--- config.mk ---
export PLATFORM = sky130hd
export DESIGN_NAME = mem_port_arb
export DESIGN_NICKNAME = d
export VERILOG_FILES = /design/src/rtl/mem_port_arb.sv
export SDC_FILE = /design/constraint.sdc
export NUM_CORES = 1
export LEC_CHECK = 0
export ABC_AREA = 1
export CORE_UTILIZATION = 32
export CTS_CLUSTER_SIZE = 8
export DETAILED_ROUTE_END_ITERATION = 6
export PLACE_DENSITY = 0.82
export SYNTH_ARGS = -nofsm -noshare
export SYNTH_HDL_FRONTEND = slang
export SYNTH_SLANG_ARGS = --single-unit
--- constraint.sdc ---
create_clock -name clk_i -period 1.1 [get_ports clk_i]
set_clock_uncertainty 0.1 [all_clocks]
set_input_delay 0.22 -clock clk_i [delete_from_list [all_inputs] [get_ports clk_i]]
set_output_delay 0.22 -clock clk_i [all_outputs]
set_load 0.01 [all_outputs]
--- src/rtl/mem_port_arb.sv ---
// mem_port_arb: two-requester arbiter and pipeline sequencer for the BRAM data port
// Ports:
//   clk_i, rst_ni                    clock, synchronous active-low reset
//   req*_i/we*_i/addr*_i/wdata*_i    requester 0 (CPU) and 1 (loader) commands
//   gnt*_o                           combinational accept, one per cycle at most
//   rvalid*_o/rdata*_o               response on the owner's port, two cycles after grant
//   mem_en_o/mem_we_o/mem_addr_o/mem_wdata_o  registered memory command
//   mem_rdata_i                      memory read data, one cycle after mem_en_o
// Build option: define MEM_PORT_ARB_RR_EN for round-robin conflict resolution;
// otherwise the CPU has fixed priority.
module mem_port_arb #(
  parameter int ADDR_W = 32
) (
  input  logic              clk_i,
  input  logic              rst_ni,
  input  logic              req0_i,
  input  logic [3:0]        we0_i,
  input  logic [ADDR_W-1:0] addr0_i,
  input  logic [31:0]       wdata0_i,
  output logic              gnt0_o,
  output logic              rvalid0_o,
  output logic [31:0]       rdata0_o,
  input  logic              req1_i,
  input  logic [3:0]        we1_i,
  input  logic [ADDR_W-1:0] addr1_i,
  input  logic [31:0]       wdata1_i,
  output logic              gnt1_o,
  output logic              rvalid1_o,
  output logic [31:0]       rdata1_o,
  output logic              mem_en_o,
  output logic [3:0]        mem_we_o,
  output logic [ADDR_W-3:0] mem_addr_o,
  output logic [31:0]       mem_wdata_o,
  input  logic [31:0]       mem_rdata_i
);
  logic              prio0;
  logic              en_q, en_d;
  logic [3:0]        we_q, we_d;
  logic [ADDR_W-3:0] addr_q, addr_d;
  logic [31:0]       wdata_q, wdata_d;
  logic              own1_q, own1_d;
  logic              v2_q, own2_q;
  logic              unused_lsb;
  assign unused_lsb = ^{addr0_i[1:0], addr1_i[1:0]};
`ifdef MEM_PORT_ARB_RR_EN
  // last_q=1 means the loader was granted most recently, so the CPU wins the next tie
  logic last_q, last_d;
  assign prio0 = last_q;
  always_comb last_d = gnt0_o ? 1'b0 : gnt1_o ? 1'b1 : last_q;
  always_ff @(posedge clk_i)
    if (!rst_ni) last_q <= 1'b1;
    else         last_q <= last_d;
`else
  assign prio0 = 1'b1;
`endif
  assign gnt0_o = rst_ni & req0_i & (~req1_i | prio0);
  assign gnt1_o = rst_ni & req1_i & ~gnt0_o;
  always_comb begin
    en_d    = gnt0_o | gnt1_o;
    we_d    = gnt0_o ? we0_i : gnt1_o ? we1_i : 4'b0000;
    addr_d  = gnt0_o ? addr0_i[ADDR_W-1:2] : gnt1_o ? addr1_i[ADDR_W-1:2] : addr_q;
    wdata_d = gnt0_o ? wdata0_i : gnt1_o ? wdata1_i : wdata_q;
    own1_d  = gnt1_o ? 1'b1 : gnt0_o ? 1'b0 : own1_q;
  end
  // command stage (en/own1) feeds data stage (v2/own2), matching the read latency
  always_ff @(posedge clk_i)
    if (!rst_ni) begin
      en_q    <= 1'b0;
      we_q    <= 4'b0000;
      addr_q  <= '0;
      wdata_q <= 32'h0;
      own1_q  <= 1'b0;
      v2_q    <= 1'b0;
      own2_q  <= 1'b0;
    end else begin
      en_q    <= en_d;
      we_q    <= we_d;
      addr_q  <= addr_d;
      wdata_q <= wdata_d;
      own1_q  <= own1_d;
      v2_q    <= en_q;
      own2_q  <= own1_q;
    end
  assign mem_en_o    = en_q;
  assign mem_we_o    = we_q;
  assign mem_addr_o  = addr_q;
  assign mem_wdata_o = wdata_q;
  assign rvalid0_o   = v2_q & ~own2_q;
  assign rvalid1_o   = v2_q & own2_q;
  assign rdata0_o    = mem_rdata_i;
  assign rdata1_o    = mem_rdata_i;
endmodule

After elaboration in Yosys (flattened, before gate mapping)
Index checks and enable logic that the tools add are counted.

Register bits after elaboration: 70. Input port bits: 172. Output and inout port bits: 135.

Mux-type cells: 8. Bitwise operators: 8. Reductions and logical operators: 1.

Operators with widths (count): 2-to-1 mux 32 bit (2); 2-to-1 mux 30 bit (2); 2-to-1 mux 4 bit (2); AND 1 bit (5); 2-to-1 mux 1 bit (2); NOT 1 bit (2); nonzero test 2 bit (1); bitwise OR 1 bit (1).

Depth between registers and ports, before layout
Depth in word-level cells: 5. Gate-level depth with buffers: 7. Depth with buffers taken out: 5.

Worst setup path before layout
Ideal clock, no wire load.

Path type: input -> output. Start: input port req0_i. End: output port gnt1_o. Data arrival time: 0.790 ns. Data required time: 0.780 ns. Slack: -0.010 ns. Cell stages on the path: 5. Cells stage by stage: buf_4 -> nand2_8 -> buf_8 -> nand3_1 -> inv_2.

Word-level cells in the longest chain between the ends: 3.

RTL lines: from (decl) (line 16) `input logic req0_i,`; AND 1 bit (line 56) `assign gnt0_o = rst_ni & req0_i & (~req1_i | prio0);`; NOT 1 bit (line 57) `assign gnt1_o = rst_ni & req1_i & ~gnt0_o;`; AND 1 bit (line 57); to (decl) (line 27) `output logic gnt1_o,`.

No other way between the ends.

Worst setup path in the final report
Start: register v2_q. End: output port rvalid0_o.

Word-level cells in the longest chain between the ends: 1.

RTL lines: from (decl) (line 42) `logic v2_q, own2_q;`; from (signal assigned) (line 81) `v2_q <= en_q;`; AND 1 bit (line 88) `assign rvalid0_o = v2_q & ~own2_q;`; to (decl) (line 21) `output logic rvalid0_o,`.

No other way between the ends.

==> impl_results.md <==
* Syn Nets at 752
* Final ANT Viol Nets at 0
* Num CTS Buffers at 9
* RSZ-0062 raised after global routing: true
* Initial Util at 0.328
* Share of cells above drive strength 1 at 0.418
* Final period util at 1.10
* Maximum VDD drop at 732 uV
* Detailed placement HPWL at 10.2 mm
* Diode count at 0
* Switch share at 0.263
* Pwr dens at 1110 nW/um2
* Largest area contributor in the netlist: dfxtp_1
* CP startpoint kind: flop
* YS warnings at 0
* Clk slew on worst S/H paths at 0.05 ns
* Status: complete, but fails checks
* Sequential fraction of the synthesis area at 0.324
* First-pass GRT wire length at 21.7 mm
* CORE AREA at 13200 um2
* Mapped Avg Cell Area at 7.46 um2
* DRT Wirelength at 13.7 mm
* Int Power at 5.73 mW
* Hold Vio Cnt, Final at 0
* CTS sink cnt at 70
* H-tree Lvls at 3
* Pleak at 3.12 nW
* Final core occ at 0.533
* Die height at 118 um
* Post-synthesis cell area at 4330 um2
* Routed wire per std cell at 14.3 um
* Yosys top cell area share at 0.324
* Largest stage delay on the critical path at 0.33 ns
* Final setup fails at 2
* Sequential power share at 0.368
* Via density at 4.64
* Final std cells w/o fill at 956
* Synth cell types at 16
* Final #Nets at 948
* Cells after synthesis at 580
* Clock Path Buffers at 2
* Max cap viols at 0
* CP Max Fanout at 2
* CTS tree: done
* Max-slew violation count at 0
* Area grow syn2layout at 62.3%
* Antenna violations before repair at 0
* Total Routing Usage GR at 0.196
* Post-synthesis register bit count at 70
* P_sw at 2.05 mW
* Hold Path Class: input pin to flop
* Pre-antenna DRT Iters at 6
* Critical Path Slowest Stage Cell: dfxtp_2
* Die span in x at 118 um
* Crit-path cells: inv_2 -> nor2_2 -> buf_2
* Die ar. at 14000 um2
* Iter 0 DRT Violations at 120
* Worst EP required at 0.78 ns
* Vias in the first global route at 4234
* Hold buffers post-CTS at 0
* Worst-Margin Slew at 0.386 ns
* Critical Path End Type: primary output
* IO buf count at 206
* CTS root buffer: clkbuf_16
* Relative slew slack at 0.743
* CP arrival at 0.89 ns
* Final RePlAce weighted congestion at 0.781
* Minimum clock period at 1.21 ns
* # IOs at 307
* Area contributors post-synth: dfxtp_1 (32%), nand2_1 (17%), buf_4 (11%), nand3_1 (9.8%), nand3_2 (9.3%)
* Clk Latency, worst-skew pair at 0.32 ns
* Clock power frac at 0.356
* Grt ovf at 0
* Placed Cells at 932
* Critical path class: flop to primary output
* Post-route DRC violation count at 2
* Logic pwr share at 0.276
* Vias at 4439
* Largest net degree at the start of global routing at 63
* Violated checks: design-rule violations, negative setup slack
* Worst setup margin at -0.108 ns
* Highest clock rate at 828 MHz
* Site Rows at 42
logic make-up (layout without fill, tap and decap cells):
| kind of cell | Yosys count | in the layout | share of synthesized area |
|---|---|---|---|
| AND/OR/NAND/NOR | 330 | 330 | 0.376 |
| flip-flops | 70 | 70 | 0.324 |
| buffers and inverters | 117 | 317 | 0.196 |
| AO/OA/AOI/OAI | 63 | 63 | 0.104 |
what timing repair did:
item / in CTS / in global routing
endpoints found under the hold margin: 0 / 0
setup endpoints to repair: 134 / 88
gates resized for setup: 408 / 18
setup buffers: 1 / 8
area by class of cell:
| cell class | instances | area, um2 |
|---|---|---|
| Clock buffer | 11 | 233 |
| Timing Repair Buffer | 295 | 2930 |
| Sequential cell | 70 | 1490 |
| Multi-Input combinational cell | 393 | 2080 |
| Inverter | 7 | 27.5 |
| Tap cell | 176 | 220 |
| Fill cell | 1255 | 6170 |
| Clock inverter | 4 | 48.8 |
through the flow:
step | setup TNS [ns] | total power [mW] | instance area, um2 | worst slack [ns] | hold WS, ns
2_1_floorplan | 0 | 3.97 | 4340 | 0.0120 | 0.223
3_3_place_gp | -36.75 | 4.93 | 6520 | -0.610 | 0.316
3_5_place_dp | -37.62 | 4.96 | 6520 | -0.603 | 0.328
4_1_cts | -0.251 | 7.82 | 6890 | -0.123 | 0.253
5_1_grt | -0.700 | 8.17 | 7020 | -0.176 | 0.252
6_report | -0.199 | 7.78 | 7020 | -0.108 | 0.230
flip-flops by register name, summed over array words and instances, names as in the netlist:
| name | count |
|---|---|
| mem_wdata_o | 32 |
| mem_addr_o | 30 |
| mem_we_o | 4 |
| mem_en_o | 1 |
| own1_q | 1 |
| own2_q | 1 |
| v2_q | 1 |
cell usage in the layout, fill, tap and decap left out:
cell / netlist / layout
clkdlybuf4s15_1: 0 / 1
clkbuf_2: 0 / 1
dfxtp_2: 0 / 67
buf_2: 33 / 5
clkbuf_1: 0 / 2
buf_4: 66 / 77
buf_6: 6 / 68
a21oi_2: 36 / 36
nand2_8: 1 / 1
clkbuf_16: 0 / 9
buf_12: 4 / 11
nand2_4: 2 / 2
nand3_1: 85 / 84
clkinv_4: 0 / 1
inv_1: 5 / 4
nand3_2: 40 / 41
clkinv_2: 0 / 3
inv_2: 2 / 2
nand2_1: 201 / 201
a21oi_1: 27 / 27
clkdlybuf4s50_1: 0 / 132
nor2_2: 0 / 1
dfxtp_1: 70 / 3
bufinv_16: 0 / 1
worst max-delay path: cells and delay by family (launching register included):
| family | cells | cell delay [ns] |
|---|---|---|
| buffers and inverters | 2 | 0.18 |
| AND/OR/NAND/NOR | 1 | 0.06 |
| flip-flops | 1 | 0.33 |
synth_stat cells:
cell type  count
buf_4         66
nand2_1      201
buf_6          6
buf_2         33
nand3_2       40
buf_8          1
inv_2          2
a21oi_1       27
nand2_4        2
nand3_1       85
nor2_1         1
dfxtp_1       70
inv_1          5
buf_12         4
a21oi_2       36
nand2_8        1
metal layers:
| metal | global-route usage | vias to the layer above | wire length [um] |
|---|---|---|---|
| met2 | 0.350 | 165 | 6790 |
| met4 | 0.0978 | 0 | 516 |
| met5 | 0 | - | 0 |
| met3 | 0.0487 | 45 | 912 |
| met1 | 0.213 | 2015 | 5490 |
| li1 | - | 2214 | - |
power groups by stage:
stage               logic (mW)  clock network [mW]  registers [mW]
floorplan                 1.03                   0            2.93
global placement          2.08                   0            2.84
detailed placement        2.11                   0            2.85
CTS                       2.11                2.85            2.85
global route              2.32                2.97            2.88
finish                    2.14                2.77            2.86
path summary, 6_finish.rpt:
kind,start,to,slack (ns),cells after the start
worst max-delay path,v2_q,rvalid0_o,-0.11,3
worst min register to register,own1_q,own2_q,0.33,2
worst min-delay path,rst_ni,v2_q,0.23,4
worst max register to register,mem_wdata_o[31],mem_wdata_o[31],0.14,4
No activity file was read; power rests on OpenSTA's default activity.
==> RTL change, RTL diff (same flow settings) <==
`ADDR_W`: 32 -> 16.
--- a/src/rtl/mem_port_arb.sv
+++ b/src/rtl/mem_port_arb.sv
@@ -9,7 +9,7 @@
 // Build option: define MEM_PORT_ARB_RR_EN for round-robin conflict resolution;
 // otherwise the CPU has fixed priority.
 module mem_port_arb #(
-  parameter int ADDR_W = 32
+  parameter int ADDR_W = 16
 ) (
   input  logic              clk_i,
   input  logic              rst_ni,
Ports: changed (resized addr0_i, addr1_i and mem_addr_o); port bits go from 307 to 259. The function was not compared with the original's and may differ.
==> RTL change against the original RTL <==
The run ends with setup timing left; synthesized cell count is 21% lower; worst setup slack better by 0.034 ns; wire length is 35% lower; synthesized area is 28% lower; power is 37% lower; cell area is 33% lower; sequential cell count is 16 lower; via count is 28% lower; critical path type unchanged.
==> RTL change: results (changes against the original RTL) <==
STATUS
-------------------------------------------------------------------------------------
Result of the run ...................................................... finished, violations left
Failing checks ......................................................... setup timing

POWER AND IR DROP
-------------------------------------------------------------------------------------
Static Leak ............................................................     2.144 nW   -31%
Worst supply voltage drop on vdd .......................................  0.0005299 V   -28%

PLACED DESIGN
-------------------------------------------------------------------------------------
Number of buffers inserted by port buffering ...........................          158   -23%
Pre-CTS setup slack ....................................................   -0.6490 ns   -0.04615 ns
DP Cell Count ..........................................................          671   -28%
Gpl congestion .........................................................       0.7351   -5.8%
DP HPWL ................................................................      6364 um   -38%
Placed Area ............................................................   4418 sq um   -32%

LAYOUT
-------------------------------------------------------------------------------------
Fraction of final layout cells sized beyond drive strength 1 ...........       0.2806   -0.1374

CTS
-------------------------------------------------------------------------------------
Inserted Clock Buffers .................................................            5   -4
Root Driver ............................................................ sky130_fd_sc_hd__clkbuf_8
Clock-pin slew of the registers on the worst-case setup and hold paths .      0.09 ns   +0.04 ns

HOLD PATH
-------------------------------------------------------------------------------------
Hold WC Path Type ...................................................... input port to flop

TIMING
-------------------------------------------------------------------------------------
Setup TNS Final ........................................................   -0.1305 ns   +0.06817 ns
Least setup slack across all paths after layout ........................  -0.07408 ns   +0.03382 ns
Hold Vio Cnt, Final ....................................................            0   unchanged
Worst rel slew slack ...................................................       0.7608   +0.01816
Total of endpoints with negative setup slack in the final report .......            2   unchanged

SYNTHESIS
-------------------------------------------------------------------------------------
Net count after synthesis ..............................................          597   -21%
Post-synth top cells ................................................... sky130_fd_sc_hd__nand2_1 (153), sky130_fd_sc_hd__nand3_1 (93), sky130_fd_sc_hd__buf_4 (77), sky130_fd_sc_hd__dfxtp_1 (54), sky130_fd_sc_hd__a21oi_1 (47)
Area contributors post-synth ........................................... sky130_fd_sc_hd__dfxtp_1 (35%), sky130_fd_sc_hd__buf_4 (18%), sky130_fd_sc_hd__nand2_1 (18%), sky130_fd_sc_hd__nand3_1 (15%), sky130_fd_sc_hd__a21oi_1 (7.5%)
Post-synthesis average cell area .......................................  6.853 sq um   -8.2%
Post-synthesis cell type count .........................................           13   -3

GLOBAL ROUTING
-------------------------------------------------------------------------------------
Pin count of the biggest net entering global routing ...................           49   -22%
First-pass GRT wire length .............................................     13260 um   -39%
All-layer global routing usage .........................................       0.1614   -0.03414
Number of global-route vias before repair ..............................         2878   -32%

DETAILED ROUTING
-------------------------------------------------------------------------------------
Overall via count from detail_route ....................................         3200   -28%
Drt first-iter violations ..............................................           72   -40%
Number of optimization iterations in the first detailed-route pass .....            4   -2
Aggregate routed wire length ...........................................      8854 um   -35%

WORST SETUP PATH
-------------------------------------------------------------------------------------
Data arrival time of the critical path .................................      0.85 ns   -0.04 ns
Reg2reg end ............................................................ mem_addr_o[5]
Launch instance of the worst register-to-register path ................. mem_addr_o[5]

RTL change: cell families after synthesis:
family / after synthesis / share of synthesized area
compound gates: 47 / 0.07511
buf+inv: 106 / 0.2373
flops: 54 / 0.3452
simple gates: 250 / 0.3424
RTL change: worst min-delay path by stage:
stage / cells after the start / endpoint / from
global placement: 2 / own2_q / own1_q
CTS: 5 / mem_addr_o[13] / rst_ni
detailed placement: 2 / own2_q / own1_q
finish: 5 / mem_addr_o[6] / rst_ni
floorplan: 2 / mem_we_o[0] / we1_i[0]
global route: 5 / mem_addr_o[3] / rst_ni
RTL change: repair_timing:
item | CTS | global route
gates cloned | 0 | 0
endpoints found under the setup margin | 102 | 90
setup buffers | 2 | 5
gates resized for setup | 276 | 57
RTL change: layer usage:
layer | vias up | GRT usage | routed length (um)
met5 | - | 0 | 0
met2 | 125 | 0.3030 | 4639
met3 | 15 | 0.03537 | 610
met1 | 1457 | 0.1784 | 3481
met4 | 0 | 0.05463 | 123
li1 | 1603 | - | -
RTL change: worst max-delay path: stages, from the launching register on:
cell and delay (ns):
sky130_fd_sc_hd__dfxtp_2 0.34, sky130_fd_sc_hd__inv_2 0.03, sky130_fd_sc_hd__nor2_1 0.07, sky130_fd_sc_hd__buf_2 0.13
RTL change: power by group:
part	internal, W	switching, W
Combinational	0.000816	0.000570
Clock	0.000729	0.000611
Sequential	0.00211	0.0000880
RTL change: cell type report:
| cell class | count | area, sq um |
|---|---|---|
| fillers | 925 | 4673 |
| repair buffers | 191 | 1943 |
| multi-input cells | 297 | 1308 |
| flip-flops and latches | 54 | 1147 |
| well taps | 129 | 161.4 |
| clock buffers | 6 | 82.58 |
| clock inverters | 1 | 30.03 |
| inverters | 7 | 26.28 |
